### config.mk
export PLATFORM = sky130hd
export DESIGN_NAME = launchpad_seq_recorder
export DESIGN_NICKNAME = d
export VERILOG_FILES = /design/src/rtl/launchpad_seq_pkg.sv /design/src/rtl/seq_tick_gen.sv /design/src/rtl/launchpad_seq_recorder.sv
export SDC_FILE = /design/constraint.sdc
export NUM_CORES = 1
export LEC_CHECK = 0
export BUFFER_PORTS_ARGS = -buffer_cell sky130_fd_sc_hd__buf_2
export CAP_MARGIN = 10
export CORE_MARGIN = 2
export CORE_UTILIZATION = 63
export CTS_CLUSTER_DIAMETER = 150
export DETAILED_ROUTE_END_ITERATION = 16
export PLACE_DENSITY = 0.8
export SETUP_SLACK_MARGIN = 0.1
export SKIP_CTS_REPAIR_TIMING = 1
export SYNTH_ARGS = -nofsm -noshare
export SYNTH_HDL_FRONTEND = slang
export SYNTH_HIERARCHICAL = 1
export SYNTH_SLANG_ARGS = --single-unit
### constraint.sdc
create_clock -name CLK -period 10.42 [get_ports CLK]
set_input_delay 0 -clock CLK [delete_from_list [all_inputs] [get_ports CLK]]
set_output_delay 0 -clock CLK [all_outputs]
set_load 0.005 [all_outputs]
### src/rtl/launchpad_seq_pkg.sv
// launchpad_seq_pkg
// Shared types for the LaunchPad key-sequence recorder: the FSM state
// enum and the two-bit Mode encodings driven by the keypad controller.
// No ports; imported by launchpad_seq_recorder and its testbench.
package launchpad_seq_pkg;

  typedef enum logic [1:0] {
    IDLE  = 2'd0,
    REC   = 2'd1,
    FLUSH = 2'd2,
    PLAY  = 2'd3
  } seq_state_e;

  localparam logic [1:0] MODE_IDLE  = 2'b00;
  localparam logic [1:0] MODE_REC   = 2'b01;
  localparam logic [1:0] MODE_PLAY  = 2'b10;
  localparam logic [1:0] MODE_CLEAR = 2'b11;

endpackage

### src/rtl/seq_tick_gen.sv
// seq_tick_gen
// Divides the system clock down to a one-cycle tick every TICK_DIV cycles.
// Ports:
//   i_clk    system clock, rising edge
//   i_rst_n  asynchronous active-low reset (divider back to 0)
//   i_clr    synchronous restart: divider returns to 0, no tick this cycle
//   o_tick   one-cycle pulse when the divider reaches its terminal count
module seq_tick_gen #(
  parameter int TICK_DIV = 1000
) (
  input  logic i_clk,
  input  logic i_rst_n,
  input  logic i_clr,
  output logic o_tick
);

  localparam int CW = $clog2(TICK_DIV);

  logic [CW-1:0] r_cnt;
  logic          w_tc;

  assign w_tc   = (r_cnt == CW'(TICK_DIV - 1));
  assign o_tick = w_tc && !i_clr;

  always_ff @(posedge i_clk or negedge i_rst_n) begin
    if (!i_rst_n) begin
      r_cnt <= '0;
    end else if (i_clr || w_tc) begin
      r_cnt <= '0;
    end else begin
      r_cnt <= r_cnt + CW'(1);
    end
  end

endmodule

### src/rtl/launchpad_seq_recorder.sv
// launchpad_seq_recorder
// Records timed keypad note events (note code + duration in ticks) into a
// small register memory and replays them as a registered note stream.
// Ports:
//   CLK        system clock, rising edge
//   RST        asynchronous active-low reset
//   Keys       button levels, lowest set index wins
//   Mode       00 idle, 01 record, 10 play, 11 clear
//   Note       registered note code, 0 = rest, k+1 = key k
//   NoteValid  a recorded entry is currently being played
//   Count      number of stored events
//   Full       Count == DEPTH
//   Busy       FSM is in PLAY
// Build option: define LAUNCHPAD_SEQ_LOOP_EN to wrap playback to entry 0
// instead of ending after the last entry.
//
// state | meaning
// IDLE  | waiting for Mode; clear acts here
// REC   | run-length tracking key code on each tick, writing finished runs
// FLUSH | one cycle: commit the pending run, then back to IDLE
// PLAY  | stepping through entries; first cycle loads entry 0
module launchpad_seq_recorder
  import launchpad_seq_pkg::*;
#(
  parameter  int KEYS     = 12,
  parameter  int DEPTH    = 16,
  parameter  int DUR_W    = 8,
  parameter  int TICK_DIV = 1000,
  localparam int NOTE_W   = $clog2(KEYS + 1),
  localparam int CNT_W    = $clog2(DEPTH + 1)
) (
  input  logic              CLK,
  input  logic              RST,
  input  logic [KEYS-1:0]   Keys,
  input  logic [1:0]        Mode,
  output logic [NOTE_W-1:0] Note,
  output logic              NoteValid,
  output logic [CNT_W-1:0]  Count,
  output logic              Full,
  output logic              Busy
);

  localparam int              AW   = (DEPTH > 1) ? $clog2(DEPTH) : 1;
  localparam logic [DUR_W-1:0] DMAX = '1;

  seq_state_e        r_state;
  logic              r_play_first;
  logic [NOTE_W-1:0] r_cur;
  logic [DUR_W-1:0]  r_dur;
  logic [CNT_W-1:0]  r_count;
  logic [AW-1:0]     r_addr;
  logic [DUR_W-1:0]  r_elapsed;
  logic [NOTE_W-1:0] r_note;
  logic              r_valid;

  logic [NOTE_W-1:0] r_mem_note [DEPTH];
  logic [DUR_W-1:0]  r_mem_dur  [DEPTH];

  logic [NOTE_W-1:0] w_code;
  logic              w_tick;
  logic              w_div_clr;
  logic              w_full;
  logic              w_extend;
  logic              w_wr_en;
  logic [AW-1:0]     w_wr_addr;
  logic [AW-1:0]     w_addr_nxt;
  logic              w_last;
  logic              w_expire;

  always_comb begin
    w_code = '0;
    for (int i = KEYS - 1; i >= 0; i--) begin
      if (Keys[i]) w_code = NOTE_W'(i + 1);
    end
  end

  // The divider is held at 0 through the first PLAY cycle too, so the first
  // entry is held for exactly dur*TICK_DIV cycles from when Note loads.
  assign w_div_clr = (r_state == IDLE) || (r_state == FLUSH) || r_play_first;

  seq_tick_gen #(.TICK_DIV(TICK_DIV)) u_tick (
    .i_clk  (CLK),
    .i_rst_n(RST),
    .i_clr  (w_div_clr),
    .o_tick (w_tick)
  );

  assign w_full     = (r_count == CNT_W'(DEPTH));
  assign w_extend   = (r_cur == w_code) && (r_dur != DMAX);
  assign w_wr_addr  = r_count[AW-1:0];
  // Finished runs are written from REC on a non-extending tick, or from FLUSH.
  assign w_wr_en    = !w_full && (r_dur != '0) &&
                      (((r_state == REC) && (Mode == MODE_REC) && w_tick && !w_extend) ||
                       (r_state == FLUSH));
  assign w_addr_nxt = r_addr + AW'(1);
  assign w_last     = ((CNT_W'(r_addr) + CNT_W'(1)) == r_count);
  assign w_expire   = ((r_elapsed + DUR_W'(1)) == r_mem_dur[r_addr]);

  always_ff @(posedge CLK) begin
    if (w_wr_en) begin
      r_mem_note[w_wr_addr] <= r_cur;
      r_mem_dur[w_wr_addr]  <= r_dur;
    end
  end

  always_ff @(posedge CLK or negedge RST) begin
    if (!RST) begin
      r_state      <= IDLE;
      r_play_first <= 1'b0;
      r_cur        <= '0;
      r_dur        <= '0;
      r_count      <= '0;
      r_addr       <= '0;
      r_elapsed    <= '0;
      r_note       <= '0;
      r_valid      <= 1'b0;
    end else begin
      unique case (r_state)
        IDLE: begin
          unique case (Mode)
            MODE_REC:   r_state <= REC;
            MODE_PLAY: begin
              if (r_count != '0) begin
                r_state      <= PLAY;
                r_play_first <= 1'b1;
              end
            end
            MODE_CLEAR: r_count <= '0;
            default: ;
          endcase
        end
        REC: begin
          if (Mode != MODE_REC) begin
            r_state <= FLUSH;
          end else if (w_tick) begin
            if (r_dur == '0) begin
              r_cur <= w_code;
              r_dur <= DUR_W'(1);
            end else if (w_extend) begin
              r_dur <= r_dur + DUR_W'(1);
            end else begin
              if (w_wr_en) r_count <= r_count + CNT_W'(1);
              r_cur <= w_code;
              r_dur <= DUR_W'(1);
            end
          end
        end
        FLUSH: begin
          if (w_wr_en) r_count <= r_count + CNT_W'(1);
          r_dur   <= '0;
          r_state <= IDLE;
        end
        PLAY: begin
          if (Mode != MODE_PLAY) begin
            r_state      <= IDLE;
            r_play_first <= 1'b0;
            r_note       <= '0;
            r_valid      <= 1'b0;
          end else if (r_play_first) begin
            r_play_first <= 1'b0;
            r_addr       <= '0;
            r_elapsed    <= '0;
            r_note       <= r_mem_note[0];
            r_valid      <= 1'b1;
          end else if (w_tick) begin
            if (w_expire) begin
              r_elapsed <= '0;
              if (w_last) begin
`ifdef LAUNCHPAD_SEQ_LOOP_EN
                r_addr <= '0;
                r_note <= r_mem_note[0];
`else
                r_state <= IDLE;
                r_note  <= '0;
                r_valid <= 1'b0;
`endif
              end else begin
                r_addr <= w_addr_nxt;
                r_note <= r_mem_note[w_addr_nxt];
              end
            end else begin
              r_elapsed <= r_elapsed + DUR_W'(1);
            end
          end
        end
        default: r_state <= IDLE;
      endcase
    end
  end

  assign Note      = r_note;
  assign NoteValid = r_valid;
  assign Count     = r_count;
  assign Full      = w_full;
  assign Busy      = (r_state == PLAY);

endmodule

**Yosys cells after proc, flatten, opt, wreduce, memory -nomap -nowiden**

Memories as Yosys holds them, arrays and structs flattened.
Cells that the tools add are included.

- Logic and storage cells: 143
- Memories: 2
- Latch bits: 0
- Flip-flop bits (word level): 47
- ROM bits: 0
- Memory bits (writable): 192

- Reductions and logical operators: 35
- Shifts and indexed selects: 0
- Order comparisons: 0
- Muxes and demuxes: 58
- Equality and inequality tests: 30
- $add $sub $neg: 6
- Bitwise operators: 2
- $mul: 0
- Div/mod/pow operators: 0

Memories:

| memory | words | width | rd ports | clocked after Yosys merged registers in | write ports | line | source |
|---|---|---|---|---|---|---|---|
| r_mem_dur | 16 | 8 | 1 | 0 | 1 | launchpad_seq_recorder.sv:57 | `logic [DUR_W-1:0] r_mem_dur [DEPTH];` |
| r_mem_note | 16 | 4 | 2 | 0 | 1 | launchpad_seq_recorder.sv:56 | `logic [NOTE_W-1:0] r_mem_note [DEPTH];` |

Operators with widths:

| cell | count |
|---|---|
| $mux 4 | 23 |
| $mux 8 | 7 |
| $mux 5 | 6 |
| $add 8x1->8 const B | 2 |
| $pmux 8 s2 | 1 |
| $pmux 5 s3 | 1 |
| $mux 2 | 7 |
| $ne 2x1->1 const B | 6 |
| $ne 2x2->1 const B | 6 |
| $ne 3x1->1 const B | 4 |
| $reduce_and 3->1 | 4 |
| $reduce_bool 3->1 | 4 |
| $add 10x1->10 const B | 1 |
| $eq 10x10->1 const B | 1 |
| $mux 10 | 1 |
| $mux 1 | 9 |
| $eq 2x2->1 const B | 4 |
| $eq 8x8->1 | 1 |
| $logic_not 8->1 | 1 |
| $ne 8x8->1 const B | 1 |
| $pmux 2 s4 | 1 |
| $reduce_and 4->1 | 2 |
| $reduce_bool 2->1 | 4 |
| $reduce_bool 8->1 | 1 |
| other kinds (20) | 33 |

**Longest topological paths before layout**

Gate-level depths: netlist of run 1.

- Depth in word-level cells: 24
- Mapped depth: 13
- Mapped depth without buffers: 11

**Modules after synthesis**

Netlist of run 1, hierarchy kept.

By module, submodules not included:

| module | cells each | area each (um^2) | times used | sequential area each (um^2) |
|---|---|---|---|---|
| launchpad_seq_recorder | 630 | 10063.4 | 1 | 6691.4 |
| seq_tick_gen | 52 | 543.0 | 1 | 250.2 |

**Worst setup path before layout of run 1**

No wires, ideal clock.

- Path type: register to register
- From: register u_tick.r_cnt[0]
- To: memory r_mem_dur[1][0], enable pin
- Setup time: 396 ps
- Period minus slack after synthesis: 3456 ps
- Arrival time: 3060 ps
- Cell stages (with the launch flop): 12
- Setup slack: 6964 ps
- Cells stage by stage: dfrtp_1 -> ha_1 -> nand2_2 -> nor4b_4 -> nand3_1 -> nor2_1 -> and3_1 -> o21ai_0 -> a31oi_1 -> and2_1 -> nand2_1 -> nor3_1

- Word-level cells in the longest chain between the ends: 8

RTL lines:

| item | line | source |
|---|---|---|
| start, declared | seq_tick_gen.sv:19 | `logic [CW-1:0] r_cnt;` |
| start signal, assigned | seq_tick_gen.sv:31 | `r_cnt <= r_cnt + CW'(1);` |
| $eq 10x10->1 | seq_tick_gen.sv:22 | `assign w_tc = (r_cnt == CW'(TICK_DIV - 1));` |
| $logic_and 1x1->1 | seq_tick_gen.sv:23 | `assign o_tick = w_tc && !i_clr;` |
| net w_tick | launchpad_seq_recorder.sv:60 | `logic w_tick;` |
| $logic_and 1x1->1 (2 in a row) | launchpad_seq_recorder.sv:93 | `(((r_state == REC) && (Mode == MODE_REC) && w_tick && !w_extend) \|\|` |
| $logic_or 1x1->1 | launchpad_seq_recorder.sv:93 |  |
| $logic_and 1x1->1 | launchpad_seq_recorder.sv:92 | `assign w_wr_en = !w_full && (r_dur != '0) &&` |
| $mux 1 | launchpad_seq_recorder.sv:100 | `if (w_wr_en) begin` |
| $mux 1 (not written as such) | launchpad_seq_recorder.sv:102 | `r_mem_dur[w_wr_addr] <= r_dur;` |
| end, declared | launchpad_seq_recorder.sv:57 |  |

The timed path passes the listed nets, and every way through them passes these cells.

**Final worst setup path of run 1**

- From: register u_tick.r_cnt[0]
- To: memory r_mem_dur[5][1], enable pin

The elaborated chain is that of the path after synthesis.

==> impl_results.md, run 1 <==
* Largest stage delay on the critical path at 0.94 ns
* Routed Antenna Nets at 0
* Die H at 134 um
* Max Cap Violations at 0
* Sw power at 569 uW
* RR Endpoint: r_mem_dur[5][1]
* Area growth syn-to-layout at 11.6%
* Final worst setup slack at between 6 and 7 ns
* DRC Markers at 0
* Die W at around 130 um
* Internal at 1670 uW
* Post-Synthesis Cell Area at 0.0106 mm2
* Data required time of the worst path at 10.54 ns
* Total power draw at 2240 uW
* Gate Count Post-Synth at a little under 700
* Finished Layout Cells at 966
* Pwr dens at 190 mW/mm2
* Slowest CP cell: nor2_1
* Initial antenna violation count at 0
* Antenna diodes at 0
* Commonest non-fill, non-tap cell in the layout: edfxtp_1
* Top Layer Used: met4
* Yosys synthesis warning count at 6
* Clock-pin slew on the worst setup and hold paths at 0.06 ns
* CP bufs+invs at 0
* RSZ-0062 raised after global routing: no
* Main area contributors after synthesis: edfxtp_1, mux4_2, dfrtp_1, nor2_1, ha_1
* CTS tree: yes
* CP most frequent cell: nor2_1
* CTS H-tree depth at 1
* Nets at approximately 760
* Via count at a little over 6,000
* Reg2Reg Launch Point: u_tick/r_cnt[0]
* Drt pass-1 iters at 5
* Post-synthesis cell type count at 69
* Buffers on Ports at 27
* Worst vdd ir at 0.166 mV
* Most frequent cells in the layout: edfxtp_1, mux4_2, nor2_1, dfrtp_1, nand2_1
* Pre-CTS WS at between 6 and 7 ns
* Slew margin rel. at between 10% and 20%
* Metal2 WL at about 11,000 um
* Setup TNS at 0 ns
* Clock power frac at a little under two fifths
* Min Tclk post-route at between 4 and 5 ns
* Worst setup path end: r_mem_dur[5][1]
* Initial Util at about 64%
* Leakage at 0.00413 uW
* Core ar. at approximately 0.017 mm2
* Sequential share of power at between 40 and 50%
* Top-level port count at 28
* Top FF cell, synth: edfxtp_1
* Worst-Skew Late Latency at 0.52 ns
* Number of synthesized flops with an enable pin at 192
* Tot GR Track Use at 26.9%
* Hold path depth at 5
* CTS Buf Count at 25
* Syn avg cell area at approximately 16 um2
* Rows at 47
* Setup CP Type: reg2reg
* Yosys reg bits at between 200 and 250
* Via density at 6.44
* CP Launch Point: u_tick/r_cnt[0]
* Inst Count DP at 910
* DR iter-0 viols at 673
* Share of layout cells above drive strength 1 at 20.2%
* Crit. path cell count at 11
* Final period utilization at around 41%
* Clk sink count at between 200 and 250
* Syn nets at between 700 and 800
* Min-delay worst type: in2reg
* Reg2reg setup slack at 6.10 ns
* Max-slew violations at 0
* Crit-path cells: ha_1, nand2_2, nor4b_4, nand3_1, nor2_1, and3_1, o21ai_0, a31oi_1, and2_1, nand2_1, nor2_1
* Crit start category: flop
* CP endpoint kind: flop
* Root Driver: clkbuf_16
* Kind of cell adding the most delay to the critical path: simple AND/OR/NAND/NOR gates
* Clock buffer depth at 3
* RePlAce Congestion at 0.877
* DR WL/cell at 23.9 um
* HPWL Detailed at between 10,000 and 15,000 um
* Fin util at ~72%
* Endpoints failing hold at 0
* Count of final setup violators at 0
* Combinational share of power at about an eighth
* Wl on met1 at between 9000 and 10,000 um
* Net Sw Frac at between 20 and 30%
* Share of the synthesized area in the top cell type at about 54%
* Max Freq at around 0.23 GHz
* Met3 wire length at between 1500 and 2000 um
* First-pass GRT wire length at 36,000 um
* R2R cell count at 11
* Critical Path Fanout Max at 12
* Worst Max-Slew Pin Slew at ~1.2 ns
* Synth area leader: edfxtp_1
* Asr flop ratio synth at between 10% and 20%
* Clock Skew at approximately 0.014 ns
* Post-Route WL at between 20,000 and 25,000 um
* Grt total ovfl at 0
* Arr. time, crit path at around 4.5 ns
* Die area at ~0.018 mm2
* Number of global-route vias before repair at 6,221
* Outcome: finished clean
* Largest net degree at the start of global routing at 48
* Sequential-to-total area share from yosys stat at about two thirds
## worst min path at each step
stage	endpoint	from
finish	r_cur[0]	Keys[5]
global route	r_cur[0]	Keys[5]
CTS	r_elapsed[3]	RST
detailed placement	r_addr[0]	RST
global placement	r_addr[0]	RST
floorplan	Count[0]	RST
## cell families after synthesis
logic type,after synthesis,synth area share [%]
simple gates,182,8.88
compound gates,100,6.72
xor+xnor,26,2.35
fa+ha+maj,13,1.53
flops,239,65.4
mux,70,12.9
buf+inv,52,2.16
## synth_stat cells (10+ instances only)
cell type and instances:
a21oi_1 21, inv_1 26, o21ai_0 19, nor2_1 52
and3_1 10, xnor2_1 17, nand2_1 43, dfrtp_1 47
ha_1 13, nand3_1 18, clkbuf_1 11, a22o_1 11
mux2i_1 13, mux4_2 53, edfxtp_1 192
## power groups by stage
stage          combinational, uW  clock, uW  sequential [uW]
2_1_floorplan                222          0             1100
3_3_place_gp                 275          0             1120
3_5_place_dp                 287          0             1130
4_1_cts                      289        852             1110
5_1_grt                      324        887             1110
6_report                     294        839             1110
## layout make-up
cell class	instances	area [um2]
Clock buffer	30	644
Inverter	26	97.6
Timing Repair Buffer	46	307
Clock inverter	14	129
Fill cell	1037	4690
Multi-Input combinational cell	391	3440
Sequential cell	239	6940
Tap cell	220	275
## sequential cells by signal, summed over array words and instances, names as in the netlist
signal	count
Note	4
r_cur	4
r_play_first	1
Count	5
r_addr	4
u_tick/r_cnt	10
r_mem_dur	128
r_elapsed	8
r_state	2
r_dur	8
r_mem_note	64
NoteValid	1
## per-layer routing
metal | vias to the layer above | GRT usage [%]
li1 | 2747 | -
met1 | 3125 | 39.3
met2 | 302 | 42.1
met3 | 50 | 4.15
met4 | 0 | 9.81
met5 | - | 0
## stage by stage
stage	instance area [um2]	hold WS, ns
floorplan	10600	-0.296
global placement	10900	0.130
detailed placement	10900	0.140
CTS	11700	-0.403
global route	11800	0.0295
finish	11800	0.00257
## worst min-delay path: cells and delay by family
kind / cells / cell delay, ns
compound gates: 2 / 0.24
buf+inv: 1 / 0.10
simple gates: 2 / 0.14
Power figures use the tool's default switching activity.
==> run 2: changes to the inputs <==
--- a/config.mk
+++ b/config.mk
@@ -8,10 +8,10 @@
 export BUFFER_PORTS_ARGS = -buffer_cell sky130_fd_sc_hd__buf_2
 export CAP_MARGIN = 10
 export CORE_MARGIN = 2
-export CORE_UTILIZATION = 63
+export CORE_UTILIZATION = 56
 export CTS_CLUSTER_DIAMETER = 150
 export DETAILED_ROUTE_END_ITERATION = 16
-export PLACE_DENSITY = 0.8
+export PLACE_DENSITY = 0.76
 export SETUP_SLACK_MARGIN = 0.1
 export SKIP_CTS_REPAIR_TIMING = 1
 export SYNTH_ARGS = -nofsm -noshare
==> constraint.sdc (replaced) <==
create_clock -name CLK -period 3.69 [get_ports CLK]
set_input_delay 0 -clock CLK [delete_from_list [all_inputs] [get_ports CLK]]
set_output_delay 0 -clock CLK [all_outputs]
set_load 0.005 [all_outputs]
==> impl_results.md, run 2 (synthesis gave the netlist of run 1 again) <==
* Outcome: finished clean
* HPWL Detailed at 15,800 um (+7.0%)
* Clk sink count at 239 (unchanged)
* Hold Startpoint: Keys[6]
* Combinational share of power at 14.6% (+1.5 points)
* Die H at 142 um (+5.9%)
* CTS tree: yes
* Root Driver: clkbuf_16
* Min-delay worst type: in2reg
* Die W at 142 um (+5.9%)
* Leakage at 0.00426 uW (+3.0%)
* CTS Buf Count at 24 (-4.0%)
* Sw power at 1650 uW (+190%)
* Largest stage delay on the critical path at 0.58 ns (-0.36 ns)
* Share of layout cells above drive strength 1 at 22.7% (+2.4 points)
* R2R cell count at 10 (-1)
* Internal at 4760 uW (+180%)
* Count of final setup violators at 0 (unchanged)
* Worst hold margin at 0.0123 ns (+0.00974 ns)
* Grt total ovfl at 0 (unchanged)
* Endpoints failing hold at 0 (unchanged)
* Area growth syn-to-layout at 13.6%
* Worst-Skew Late Latency at 0.53 ns (about the same)
* Reg2Reg Launch Point: r_addr[0]
* Worst vdd ir at 0.402 mV (+140%)
* Tot GR Track Use at 25.6% (-1.3 points)
* Critical Path Fanout Max at 18 (+6)
* Seq. cell area at 0.00695 mm2 (about the same)
* Top-level port count at 28 (unchanged)
* Largest net degree at the start of global routing at 48 (unchanged)
* RePlAce Congestion at 0.961 (+9.6%)
* Post-Route WL at 24,700 um (+7.1%)
* Core ar. at 0.0186 mm2 (+13%)
* CTS H-tree depth at 1 (unchanged)
* Via density at 6.44 (about the same)
* Final worst setup slack at 0.400 ns (-5.70 ns)
* Rows at 50 (+6.4%)
* DR iter-0 viols at 962 (+43%)
* RR Endpoint: r_addr[3]
* Clock-pin slew on the worst setup and hold paths at 0.06 ns (about the same)
* Regs by FF count: r_mem_dur (128), r_mem_note (64), u_tick/r_cnt (10)
* Die area at 0.0201 mm2 (+12%)
* RSZ-0062 raised after global routing: no
* Reg2reg setup slack at 0.40 ns (-5.70 ns)
* DRC Markers at 0 (unchanged)
* Min Tclk post-route at 3.29 ns (-1.03 ns)
* Buffers on Ports at 27 (unchanged)
* Nets at 780 (+2.9%)
* Initial antenna violation count at 0 (unchanged)
* Net Sw Frac at 25.7% (+0.30 points)
* Data required time of the worst path at 4.14 ns (-6.40 ns)
* Total power draw at 6410 uW (+190%)
* Drt pass-1 iters at 5 (unchanged)
* Arr. time, crit path at 3.74 ns (-0.71 ns)
* Antenna diodes at 0 (unchanged)
* Finished Cell Area at 0.0121 mm2 (+1.8%)
* Hold path depth at 5 (unchanged)
* Max reg flops at 128 (unchanged)
* Clock power frac at 37.2% (-0.2 points)
* Slew margin rel. at 48.1% (+30 points)
* First-pass GRT wire length at 38,200 um (+6.1%)
* Max-slew violations at 0 (unchanged)
* DR WL/cell at 24.7 um (+3.3%)
* Placed Area at 0.0112 mm2 (+2.2%)
* Initial Util at 56.9% (-7.3 points)
* Sequential share of power at 48.2% (-1.3 points)
* Final period utilization at 89.2% (+48 points)
* Hold endpoint: r_cur[0]
* Pwr dens at 532 mW/mm2 (+180%)
* Setup CP Type: reg2reg
* FILL cells at 1,255 (+21%)
* Commonest non-fill, non-tap cell in the layout: edfxtp_1
* Max Cap Violations at 0 (unchanged)
* CP endpoint kind: flop
* Pre-CTS WS at 0.385 ns (-5.76 ns)
* Routed Antenna Nets at 0 (unchanged)
* Setup TNS at 0 ns (unchanged)
* Crit start category: flop
* Via count at 6,453 (+3.7%)
* Max Freq at 0.304 GHz (+31%)
* Number of global-route vias before repair at 6,521 (+4.8%)
* Multi-input gate area at 0.00346 mm2 (+0.55%)
* Most frequent cells in the layout: edfxtp_1, mux4_2, nor2_1, dfrtp_1, nand2_1
* Clock buffer depth at 3 (unchanged)
* Slowest CP cell: dfrtp_4
* Largest reg by FF count: r_mem_dur
* Worst Max-Slew Pin Slew at 0.779 ns (-0.447 ns)
* Clock Skew at 0.0195 ns (+0.00542 ns)
* Crit-path cells: buf_12, mux4_2, a22oi_1, nand2_1, xnor2_1, nand4_1, nor3_2, nand2b_1, nor3_1, a22o_1
## run 2: cell type report
cell class | instances | area share, %
inverter | 26 | 0.810
multi-input combinational | 391 | 28.7
timing repair buffer | 69 | 4.04
clock inverter | 16 | 1.33
sequential | 239 | 57.6
tap | 234 | 2.43
clock buffer | 27 | 5.08
## run 2: worst max path at each step
stage	cells after the start	endpoint	start
floorplan	11	r_mem_dur[1][0]	u_tick/r_cnt[0]
global placement	8	Note[3]	r_addr[0]
detailed placement	8	Note[2]	r_addr[0]
CTS	10	Note[2]	r_addr[0]
global route	10	r_addr[3]	r_addr[0]
finish	10	r_addr[3]	r_addr[0]
## run 2: critical path, delay by kind of cell, from the launching register on
family	cells	cell delay, ns
simple gates	5	1.17
flops	1	0.58
mux	1	0.54
compound gates	2	0.50
buf+inv	1	0.24
xor+xnor	1	0.18
## run 2: per-stage QoR
stage,cells,util (%)
6_report,1002,64.6
2_1_floorplan,682,-
4_1_cts,994,64.1
3_5_place_dp,951,60.0
3_3_place_gp,951,60.0
5_1_grt,1002,64.6
## run 2: per-layer routing
| layer | track usage, % | share of wire [%] |
|---|---|---|
| met1 | 34.7 | 38 |
| met2 | 43.0 | 51 |
| met3 | 4.89 | 8.3 |
| met4 | 7.42 | 2.8 |
| met5 | 0 | 0 |
## run 2: power groups by stage
stage | combinational [uW] | sequential (uW) | clock (uW)
6_report | 935 | 3090 | 2380
4_1_cts | 912 | 3090 | 2410
5_1_grt | 1020 | 3100 | 2510
3_3_place_gp | 860 | 3140 | 0
3_5_place_dp | 899 | 3140 | 0
2_1_floorplan | 627 | 3110 | 0
==> run 3: changes to the inputs <==
--- a/config.mk
+++ b/config.mk
@@ -11,6 +11,7 @@
 export CORE_UTILIZATION = 56
 export CTS_CLUSTER_DIAMETER = 150
 export DETAILED_ROUTE_END_ITERATION = 16
+export GPL_TIMING_DRIVEN = 0
 export PLACE_DENSITY = 0.76
 export SETUP_SLACK_MARGIN = 0.1
 export SKIP_CTS_REPAIR_TIMING = 1
==> impl_results.md, run 3 (synthesis gave the netlist of run 1 again) <==
* Outcome: finished, violations left
* Failing checks: negative hold slack
* Routed Antenna Nets at 0 (unchanged)
* CTS H-tree depth at 1 (unchanged)
* Worst-Skew Late Latency at 0.53 ns (about the same)
* RSZ-0062 raised after global routing: no
* DR iter-0 viols at 737 (-23%)
* Rows at 50 (unchanged)
* CP endpoint kind: flop
* Core ar. at 0.0186 mm2 (unchanged)
* DRC Markers at 0 (unchanged)
* Sequential share of power at 46.9% (-1.3 points)
* Combinational share of power at 14.8% (+0.2 points)
* Crit start category: flop
* Die W at 142 um (unchanged)
* Regs by FF count: r_mem_dur (128), r_mem_note (64), u_tick/r_cnt (10)
* Worst vdd ir at 0.364 mV (-9.4%)
* Post-Route WL at 25,900 um (+4.8%)
* Share of layout cells above drive strength 1 at 27.3% (+4.7 points)
* Pre-CTS WS at -0.764 ns (-1.15 ns)
* Clock-pin slew on the worst setup and hold paths at 0.06 ns (about the same)
* Top-level port count at 28 (unchanged)
* Grt total ovfl at 0 (unchanged)
* Internal at 4860 uW (+1.9%)
* Leakage at 0.00439 uW (+3.1%)
* Max-slew violations at 0 (unchanged)
* Multi-input gate area at 0.00359 mm2 (+3.9%)
* Via density at 6.43 (-0.16%)
* DR WL/cell at 25.0 um (+1.5%)
* Drt pass-1 iters at 5 (unchanged)
* Arr. time, crit path at 3.90 ns (+0.16 ns)
* Die H at 142 um (unchanged)
* Net Sw Frac at 26.1% (+0.47 points)
* Count of final setup violators at 0 (unchanged)
* Setup TNS at 0 ns (unchanged)
* Sw power at 1720 uW (+4.4%)
* HPWL Detailed at 16,500 um (+4.3%)
* Placed Area at 0.0112 mm2 (about the same)
* Most frequent cells in the layout: edfxtp_1, mux4_2, dfrtp_1, nor2_1, nand2_1
* Clock Skew at 0.0183 ns (-0.00115 ns)
* Buffers on Ports at 27 (unchanged)
* Antenna diodes at 0 (unchanged)
* Max Freq at 0.285 GHz (-6.1%)
* Initial Util at 56.9% (unchanged)
* RePlAce Congestion at 0.893 (-7.0%)
* Initial antenna violation count at 0 (unchanged)
* Pwr dens at 526 mW/mm2 (-1.1%)
* Via count at 6,655 (+3.1%)
* Largest net degree at the start of global routing at 48 (unchanged)
* First-pass GRT wire length at 36,900 um (-3.5%)
* Worst Max-Slew Pin Slew at 0.755 ns (-0.0233 ns)
* Finished Cell Area at 0.0125 mm2 (+3.7%)
* Slew margin rel. at 49.7% (+1.6 points)
* Die area at 0.0201 mm2 (unchanged)
* FILL cells at 1,194 (-4.9%)
* Critical Path Fanout Max at 10 (-8)
* Worst hold margin at -0.00604 ns (-0.0184 ns)
* Endpoints failing hold at 1 (+1)
* Max reg flops at 128 (unchanged)
* Min Tclk post-route at 3.50 ns (+0.214 ns)
* Reg2reg setup slack at 0.19 ns (-0.21 ns)
* Tot GR Track Use at 24.8% (-0.80 points)
* Clock buffer depth at 3 (unchanged)
* Number of global-route vias before repair at 6,473 (-0.74%)
* Final worst setup slack at 0.186 ns (-0.214 ns)
* Largest reg by FF count: r_mem_dur
* Nets at 811 (+4.0%)
* Commonest non-fill, non-tap cell in the layout: edfxtp_1
* Max Cap Violations at 0 (unchanged)
* Area growth syn-to-layout at 17.8%
* Clock power frac at 38.3% (+1.1 points)
* Clk sink count at 239 (unchanged)
* Root Driver: clkbuf_16
* Data required time of the worst path at 4.09 ns (-0.05 ns)
* CTS tree: yes
* Final period utilization at 95.0% (+5.8 points)
* Fin util at 67.0% (+2.4 points)
* Min-delay worst type: in2reg
* Seq. cell area at 0.00694 mm2 (about the same)
* CTS Buf Count at 25 (+4.2%)
* Setup CP Type: reg2reg
## run 3: cell count changes in the layout (fill, tap and decap cells not counted), moves of 5 or more
cell	change
nor2_4	+10
clkbuf_1	+12
buf_2	+5
clkinv_1	-6
nor2_1	-12
buf_6	+6
## run 3: worst paths after layout
| kind | from | endpoint | cells after the start |
|---|---|---|---|
| hold / removal | Keys[11] | r_cur[3] | 4 |
| min in group asynchronous | RST | r_elapsed[7] | 3 |
| max in group asynchronous | RST | r_addr[2] | 3 |
| setup / recovery | r_addr[1] | Note[3] | 8 |
| setup reg to reg | r_addr[1] | Note[3] | 8 |
| hold reg to reg | NoteValid | NoteValid | 1 |
## run 3: layout make-up
| type | instances | share of cell area, % |
|---|---|---|
| Buffer | 25 | 1.08 |
| Inverter | 26 | 0.811 |
| Tap cell | 234 | 2.34 |
| Multi-Input combinational cell | 391 | 28.8 |
| Timing Repair Buffer | 74 | 4.87 |
| Sequential cell | 239 | 55.6 |
| Clock inverter | 15 | 1.31 |
| Clock buffer | 31 | 5.27 |
## run 3: routing by layer
layer	track usage [%]	vias up	share of wire [%]
met2	42.5	355	51
met4	10.6	0	3.8
met5	0	-	0
met1	31.7	3378	37
met3	3.98	62	7.7
li1	-	2860	-
## run 3: power groups by stage
stage          Sequential [uW]  Clock, uW  Combinational [uW]
2_1_floorplan             3110          0                 627
3_3_place_gp              3130          0                 861
3_5_place_dp              3130          0                 902
4_1_cts                   3080       2530                 912
5_1_grt                   3100       2650                1050
6_report                  3090       2520                 971
## run 3: worst max-delay path: stages, from the launching register on
cell	delay [ns]
dfrtp_1	0.41
ha_1	0.72
clkbuf_1	0.59
mux4_2	0.44
mux4_2	0.50
nor3b_1	0.16
a21oi_1	0.17
nor2_1	0.05
a221o_1	0.33
## run 3: through the flow
step,total power (uW),std cells
5_1_grt,6790,1035
3_5_place_dp,4040,953
3_3_place_gp,3990,943
6_report,6570,1035
2_1_floorplan,3740,682
4_1_cts,6530,999
